## src/rtl/instr_fetch_pkg.sv

```systemverilog
// rtl/instr_fetch_pkg.sv - fetch state encoding and instruction field layout
package instr_fetch_pkg;

  typedef enum logic [1:0] {
    IDLE    = 2'd0,
    WAIT    = 2'd1,
    DISCARD = 2'd2
  } fetchState_t;

  localparam int OPC_HI = 15;
  localparam int OPC_LO = 9;
  localparam int RA_HI  = 8;
  localparam int RA_LO  = 6;
  localparam int RB_HI  = 5;
  localparam int RB_LO  = 3;
  localparam int RC_HI  = 2;
  localparam int RC_LO  = 0;

  function automatic logic [6:0] opcodeOf(input logic [15:0] word);
    return word[OPC_HI:OPC_LO];
  endfunction

  function automatic logic [2:0] raOf(input logic [15:0] word);
    return word[RA_HI:RA_LO];
  endfunction

  function automatic logic [2:0] rbOf(input logic [15:0] word);
    return word[RB_HI:RB_LO];
  endfunction

  function automatic logic [2:0] rcOf(input logic [15:0] word);
    return word[RC_HI:RC_LO];
  endfunction

endpackage

```

## src/rtl/instr_fifo.sv

```systemverilog
// rtl/instr_fifo.sv - small synchronous FIFO holding {word, address} pairs
module instr_fifo #(
  parameter int DEPTH = 2,
  parameter int WIDTH = 32
) (
  input  logic                       clock,
  input  logic                       reset,
  input  logic                       push,
  input  logic [WIDTH-1:0]           pushData,
  input  logic                       pop,
  input  logic                       flush,
  output logic [$clog2(DEPTH):0]     count,
  output logic [WIDTH-1:0]           head
);

  localparam int PTR_W = $clog2(DEPTH);
  localparam logic [PTR_W:0] FULL = (PTR_W + 1)'(DEPTH);

  logic [WIDTH-1:0] mem [DEPTH];
  logic [PTR_W-1:0] rdPtr;
  logic [PTR_W-1:0] wrPtr;
  logic             doPush;
  logic             doPop;

  assign doPush = push && (count != FULL);
  assign doPop  = pop && (count != '0);
  assign head   = mem[rdPtr];

  // Storage is cleared on reset so the head reads as zero out of reset.
  always_ff @(posedge clock or posedge reset) begin
    if (reset) begin
      rdPtr <= '0;
      wrPtr <= '0;
      count <= '0;
      for (int i = 0; i < DEPTH; i++) mem[i] <= '0;
    end else if (flush) begin
      rdPtr <= '0;
      wrPtr <= '0;
      count <= '0;
    end else begin
      if (doPush) begin
        mem[wrPtr] <= pushData;
        wrPtr      <= wrPtr + 1'b1;
      end
      if (doPop) rdPtr <= rdPtr + 1'b1;
      case ({doPush, doPop})
        2'b10:   count <= count + 1'b1;
        2'b01:   count <= count - 1'b1;
        default: count <= count;
      endcase
    end
  end

endmodule

```

## src/rtl/instr_fetch.sv

```systemverilog
// rtl/instr_fetch.sv - fetch PC, memory read handshake and redirect handling
module instr_fetch
  import instr_fetch_pkg::*;
#(
  parameter int                ADDR_W   = 16,
  parameter int                DATA_W   = 16,
  parameter logic [ADDR_W-1:0] RESET_PC = '0,
  parameter int                DEPTH    = 2
) (
  input  logic              clock,
  input  logic              reset,
  output logic              mem_req,
  output logic [ADDR_W-1:0] mem_addr,
  input  logic              mem_ack,
  input  logic [DATA_W-1:0] mem_data,
  input  logic              jump,
  input  logic [ADDR_W-1:0] jump_addr,
  output logic              ir_valid,
  output logic [DATA_W-1:0] ir_word,
  output logic [ADDR_W-1:0] ir_pc,
  input  logic              ir_load
);

  localparam int PTR_W = $clog2(DEPTH);
  localparam logic [PTR_W:0] FULL = (PTR_W + 1)'(DEPTH);

  fetchState_t       state;
  fetchState_t       stateNext;
  logic [ADDR_W-1:0] fetchPc;
  logic [ADDR_W-1:0] fetchPcNext;
  logic              memReqNext;
  logic [ADDR_W-1:0] memAddrNext;
  logic              push;
  logic              pop;
  logic              flush;
  logic [PTR_W:0]    fifoCount;
  logic [DATA_W+ADDR_W-1:0] fifoHead;

  always_ff @(posedge clock or posedge reset) begin
    if (reset) begin
      state    <= IDLE;
      fetchPc  <= RESET_PC;
      mem_req  <= 1'b0;
      mem_addr <= RESET_PC;
    end else begin
      state    <= stateNext;
      fetchPc  <= fetchPcNext;
      mem_req  <= memReqNext;
      mem_addr <= memAddrNext;
    end
  end

  always_comb begin
    stateNext = state;
    case (state)
      IDLE:    if (!jump && fifoCount != FULL) stateNext = WAIT;
      WAIT:    if (mem_ack) stateNext = IDLE;
               else if (jump) stateNext = DISCARD;
      DISCARD: if (mem_ack) stateNext = IDLE;
      default: stateNext = IDLE;
    endcase
  end

  // A jump always flushes; in DISCARD the FIFO is already empty so only the PC moves.
  always_comb begin
    flush       = jump;
    push        = (state == WAIT) && mem_ack && !jump;
    pop         = ir_load && ir_valid && !jump;
    fetchPcNext = fetchPc;
    if (jump) fetchPcNext = jump_addr;
    else if (push) fetchPcNext = fetchPc + 1'b1;
    memReqNext  = (stateNext != IDLE);
    memAddrNext = (state == IDLE && stateNext == WAIT) ? fetchPc : mem_addr;
  end

  instr_fifo #(
    .DEPTH(DEPTH),
    .WIDTH(DATA_W + ADDR_W)
  ) fifo (
    .clock   (clock),
    .reset   (reset),
    .push    (push),
    .pushData({mem_data, mem_addr}),
    .pop     (pop),
    .flush   (flush),
    .count   (fifoCount),
    .head    (fifoHead)
  );

  assign ir_valid         = (fifoCount != '0);
  assign {ir_word, ir_pc} = fifoHead;

endmodule

```

## config.mk

```make
export PLATFORM = sky130hd
export DESIGN_NAME = instr_fetch
export DESIGN_NICKNAME = d
export VERILOG_FILES = /design/src/rtl/instr_fetch_pkg.sv /design/src/rtl/instr_fifo.sv /design/src/rtl/instr_fetch.sv
export SDC_FILE = /design/constraint.sdc
export NUM_CORES = 1
export LEC_CHECK = 0
export CORE_MARGIN = 2
export CORE_UTILIZATION = 56
export CTS_CLUSTER_SIZE = 40
export DETAILED_ROUTE_END_ITERATION = 10
export GPL_ROUTABILITY_DRIVEN = 0
export PLACE_DENSITY = 0.85
export SYNTH_ARGS = -nofsm -noshare
export SYNTH_HDL_FRONTEND = slang
export SYNTH_HIERARCHICAL = 1
export SYNTH_SLANG_ARGS = --single-unit
```

## constraint.sdc

```tcl
create_clock -name clock -period 4.65 [get_ports clock]
set_input_delay 0.465 -clock clock [delete_from_list [all_inputs] [get_ports clock]]
set_output_delay 0.465 -clock clock [all_outputs]
set_load 0.02 [all_outputs]
```

==> reports/metrics.cfg, run 1 <==
[outcome]
status = complete, no violations

[logic_synthesis]
synth-seq-cells = 103
synth_top_family_by_area = multiplexers
syn_area_mm2 = 0.00472
ys.flop_type = dfrtp_1
synth.distinct_cells = 43
synthAdderAreaFrac_pct = 0.265
postSynthNetCount = 387
synth_xor_area_share_pct = 2.04
synth_mux_area_share_pct = 27.4
synth-simple-area-share_pct = 9.31
async_reset_ff_share_pct = 100
ys_seq_area_share_pct = 54.6
syn_inst = 349
ys_warn_count = 6
synth_edf_count = 0
synth_compound_area_share_pct = 3.42
avgSynthCellArea_um2 = 13.5

[global_routing]
overflow = 0
track_usage_pct = 21.6
grt_pass1_wl_um = 15200
grtUsageMet2_pct = 36.9
met1_usage_pct = 27.6
grt_max_degree = 38
antenna_found_initial = 0
grt_pass1_vias = 3214
use_met3_pct = 4.07
grt-busiest-layer = met2

[timing]
finalSetupTns_ns = 0
fmax_ghz = 0.332
finalMaxSlewViolations = 0
hold_ws_ns = 0.498
maxSlewHeadroom_pct = 28.7
finalHoldViolCount = 0
fin_crit_sh_pct = 64.8
skew_ns = 0.0124
worstMarginPinSlew_ns = 1.06
setup_viol = 0
rsz0062_at_grt = no
layout_setup_ws_ns = 1.64
period_needed_ns = 3.01

[floorplanning]
dieArea_mm2 = 0.00918
ioPinCount = 87
die_y_um = 95.8
die_w_um = 95.8
start_util_pct = 57.7
rows = 33
coreArea_mm2 = 0.00818

[setup_path]
arrival_ns = 3.26
end_kind = flop
cp_slowest_cell = nor4_4
critPathBufInv = 3
cp.depth = 7
cp_slowest_stage_delay_ns = 0.81
crit_required_ns = 4.90
critPathMaxFanout = 22
crit_family = simple AND/OR/NAND/NOR gates
reg2reg_depth = 6
crit_path_cell_trace = clkdlybuf4s50_1 -> and3b_1 -> and2_1 -> inv_2 -> nor4_4 -> buf_12 -> mux2_2
start_kind = input pin
crit_type = input pin to flop

[drt]
drc_errors = 0
via_per_inst = 5.61
drtAntennaViolNets = 0
post_drt_wl_per_cell_um = 17.3
drtIter0Drc = 71
num_vias = 3062
drtPass1Iterations = 4
wl_um = 9420

[clock_network]
ctsHoldBuffers = 0
cts_setup_buffers = 0
ctsResizeCount = 0
cts_buffers = 9
clkTransAtPathRegs_ns = 0.10
clock_sinks = 103
root_buffer = clkbuf_8
clk_path_buf_depth = 2
cts_max_level = 3
insertion_delay_ns = 0.36
cts_tree = done

[power]
p_total_mw = 2.66
p_per_area_mw_per_mm2 = 454
power_leakage_nw = 2.54
peakVddDrop_mv = 0.199

[place]
placed_area_mm2 = 0.00567
dp_hpwl_um = 6660
portBuffers = 86
post-place-cells = 530
dp_slack_ns = 1.27

[run]
maxCapViolCount = 0

[layout]
drive_gt1_share_pct = 31.5
syn2layout_area_growth_pct = 24.3
final_util_pct = 71.8
layout_commonest_cell = mux2_2
num_antenna_cells = 0
fin_nets = 474
final_cell_area_mm2 = 0.00587
instances_no_fill = 546
mostFrequentLayoutCells = 109 x mux2_2, 103 x dfrtp_1, 86 x clkdlybuf4s50_1, 20 x nand2_1, 15 x o21ai_0

[hold_path]
min_delay_path_depth = 1
hold_path_class = flop to flop

==> sequential cells by signal, indices dropped and copies added, names as in the netlist <==
| register | count |
|---|---|
| mem_addr | 16 |
| state | 2 |
| fifo/wrPtr | 1 |
| fifo/count | 2 |
| fifo/rdPtr | 1 |
| fifo/mem | 64 |
| fetchPc | 16 |
| mem_req | 1 |
==> worst reg2reg max path, stage by stage (launching register included) <==
cell and delay, ns:
dfrtp_1 0.56, and3b_1 0.40, and2_1 0.30, inv_2 0.09
nor4_4 0.81, buf_12 0.27, mux2_2 0.37
==> synth_stat cells (4+ instances only) <==
cell type  number  share of area, %
a21oi_1         5              0.53
buf_2           6              0.64
buf_6           6               1.4
clkbuf_1        4              0.32
dfrtp_1       103                55
inv_1           5              0.40
mux2_1          4              0.95
mux2_2        109                26
nand2_1        20               1.6
nand3_1         4              0.42
nor2_1          7              0.56
o21ai_0        15               1.6
xnor2_1         5              0.93
xor2_1          6               1.1
==> final cells by class <==
type                    instances  area (um2)
clock inverters                 4        53.8
well taps                     105         131
clock buffers                  12         145
multi-input cells             223        2000
inverters                       7        26.3
fillers                       580        2310
repair buffers                 92         931
flip-flops and latches        103        2580
==> per-layer routing <==
layer | share of wire (%) | up-vias
met5 | 0 | -
met4 | 1.9 | 0
met3 | 4.0 | 16
met2 | 50 | 78
met1 | 44 | 1544
li1 | - | 1424
==> path summary, 6_finish.rpt <==
path / start / end / slack, ns
hold reg to reg: fifo/mem[45] / fifo/mem[45] / 0.50
min in group asynchronous: reset / mem_addr[15] / 0.55
max in group asynchronous: reset / fifo/mem[43] / 3.15
setup / recovery: mem_ack / fifo/mem[48] / 1.64
hold / removal: fifo/mem[45] / fifo/mem[45] / 0.50
setup reg to reg: state[0] / fifo/mem[48] / 1.75
==> logic make-up (layout without fill, tap and decap cells) <==
family                   count (synthesis)  in the layout
AO/OA/AOI/OAI                           28             28
XOR/XNOR                                11             11
adder cells (fa/ha/maj)                  1              1
buffers and inverters                   23            115
flip-flops                             103            103
multiplexers                           115            115
AND/OR/NAND/NOR                         68             68
==> power breakdown <==
part           internal, mW  leakage, nW  switching, mW
Combinational         0.500         1.14          0.387
Clock                 0.266       0.0932          0.301
Sequential             1.08         1.31          0.129
Total                  1.85         2.54          0.817
(Power assumes the default switching activity.)
==> run 2: changes to the inputs <==
Settings changed: CORE_UTILIZATION 56 to 52, PLACE_DENSITY 0.85 to 0.79.
Clock period 4.65 ns to 2.8 ns, I/O delays scaled along.
==> run 2 against run 1 <==
- utilization shrank 4.5 points
- first-iteration DRC count grew 77%
- routed wire length rose by 3.2%
- via count is 1.1% higher
==> reports/metrics.cfg, run 2 (synthesis results as in run 1) <==
[setup_path]
start_kind = flop
crit_start = fifo/rdPtr
crit_type = flop to primary output
critPathBufInv = 2  ; -1
cp.depth = 3  ; -4
crit_family = buffers and inverters
crit_end = ir_pc[10]
r2r-end = fifo/mem[33]
r2r-start = state[0]
crit_required_ns = 2.52  ; -2.38 ns
critPathMaxFanout = 28  ; +27%
end_kind = primary output
cp_slowest_stage_delay_ns = 0.55  ; -0.26 ns
arrival_ns = 2.08  ; -1.18 ns
rrSetupSlack_ns = 0.54  ; -1.21 ns
reg2reg_depth = 6  ; unchanged
crit_path_cell_trace = buf_12 -> mux2_2 -> clkdlybuf4s50_1
cp_slowest_cell = dfrtp_1

[timing]
finalSetupTns_ns = 0  ; unchanged
fmax_ghz = 0.423
skew_ns = 0.0115  ; -0.000890 ns
rsz0062_at_grt = no
fin_crit_sh_pct = 84.4
worstMarginPinSlew_ns = 0.576  ; -0.485 ns
maxSlewHeadroom_pct = 60.6  ; +32 points
finalMaxSlewViolations = 0  ; unchanged
setup_viol = 0  ; unchanged
layout_setup_ws_ns = 0.435  ; -1.20 ns
finalHoldViolCount = 0  ; unchanged
period_needed_ns = 2.36

[clock_network]
cts_setup_buffers = 0  ; unchanged
root_buffer = clkbuf_8
cts_buffers = 9  ; unchanged
cts_tree = done
ctsHoldBuffers = 0  ; unchanged
clk_path_buf_depth = 2  ; unchanged
ctsResizeCount = 0  ; unchanged
cts_max_level = 3  ; unchanged
insertion_delay_ns = 0.36  ; about the same
clock_sinks = 103  ; unchanged
clkTransAtPathRegs_ns = 0.10  ; about the same

[floorplanning]
coreArea_mm2 = 0.00876  ; +7.2%
dieArea_mm2 = 0.00985  ; +7.4%
start_util_pct = 53.8  ; -3.9 points
die_y_um = 99.3  ; +3.6%
die_w_um = 99.3  ; +3.6%
rows = 34  ; +3.0%
ioPinCount = 87  ; unchanged

[place]
dp_hpwl_um = 6840  ; +2.7%
post-place-cells = 538  ; +1.5%
dp_slack_ns = 0.281  ; -0.992 ns
portBuffers = 86  ; unchanged

[layout]
drive_gt1_share_pct = 32.3  ; +0.77 points
instances_no_fill = 554  ; +1.5%
num_antenna_cells = 0  ; unchanged
mostFrequentLayoutCells = 109 x mux2_2, 103 x dfrtp_1, 86 x clkdlybuf4s50_1, 20 x nand2_1, 15 x o21ai_0
regMostFlops = fifo/mem
largest_reg_flops = 64  ; unchanged
syn2layout_area_growth_pct = 25.0
reg_top3 = fifo/mem (64), fetchPc (16), mem_addr (16)
layout_commonest_cell = mux2_2
fin_nets = 479  ; +1.1%
final_util_pct = 67.3  ; -4.5 points

[power]
p_per_area_mw_per_mm2 = 748  ; +65%
power_leakage_nw = 2.57  ; +0.97%
p_total_mw = 4.41  ; +66%
peakVddDrop_mv = 0.354  ; +78%

[global_routing]
track_usage_pct = 20.6  ; -0.99 points
grtUsageMet2_pct = 33.4  ; -3.5 points
met1_usage_pct = 28.0  ; +0.38 points
grt_pass1_vias = 3194  ; -0.62%
overflow = 0  ; unchanged
grt_pass1_wl_um = 16000  ; +5.6%
grt_max_degree = 35  ; -7.9%
grt-busiest-layer = met2
use_met3_pct = 4.99  ; +0.92 points
antenna_found_initial = 0  ; unchanged

[drt]
num_vias = 3097  ; +1.1%
drc_errors = 0  ; unchanged
via_per_inst = 5.59  ; -0.32%
drtAntennaViolNets = 0  ; unchanged
wl_um = 9730  ; +3.2%
drtIter0Drc = 126  ; +77%
drtPass1Iterations = 5  ; +1
post_drt_wl_per_cell_um = 17.6  ; +1.7%

[hold_path]
hold_path_class = input pin to asynchronous set/reset pin

[run]
maxCapViolCount = 0  ; unchanged

[outcome]
status = complete, no violations

[run 2: changes by cell type in the layout (fill, tap and decap cells not counted)]
cell and delta:
buf_4 +5, clkinv_4 +1, clkbuf_8 -1, clkinv_2 +2, clkinvlp_4 -2
[run 2: area by class of cell]
cell class | count | area [um2]
clock inverters | 5 | 57.6
clock buffers | 11 | 131
inverters | 7 | 26.3
repair buffers | 97 | 968
fillers | 654 | 2870
multi-input cells | 223 | 2000
flip-flops and latches | 103 | 2580
well taps | 108 | 135
[run 2: power breakdown]
| part | internal [mW] | total, mW | leakage (nW) | switching, mW |
|---|---|---|---|---|
| sequential | 1.80 | 2.02 | 1.31 | 0.221 |
| combinational | 0.835 | 1.48 | 1.16 | 0.643 |
| clock | 0.417 | 0.919 | 0.0977 | 0.502 |
| total | 3.05 | 4.41 | 2.57 | 1.37 |
[run 2: per-layer routing]
metal	routed length [um]	part of all wire, %
met2	4680	48
met3	478	4.9
met4	133	1.4
met1	4440	46
met5	0	0
[run 2: how the worst min path moves through the flow]
stage	startpoint	endpoint	cells after the start
2_1_floorplan	jump	fifo/count[0]	1
5_1_grt	reset	fetchPc[5]	2
3_5_place_dp	fifo/mem[45]	fifo/mem[45]	1
6_report	reset	fetchPc[3]	2
4_1_cts	reset	fetchPc[3]	2
3_3_place_gp	fifo/mem[52]	fifo/mem[52]	1
[run 2: through the flow]
step | cell area, um2 | hold WS (ns)
2_1_floorplan | 4720 | 0.343
3_3_place_gp | 5710 | 0.464
3_5_place_dp | 5710 | 0.483
4_1_cts | 5900 | 0.353
5_1_grt | 5900 | 0.381
6_report | 5900 | 0.337
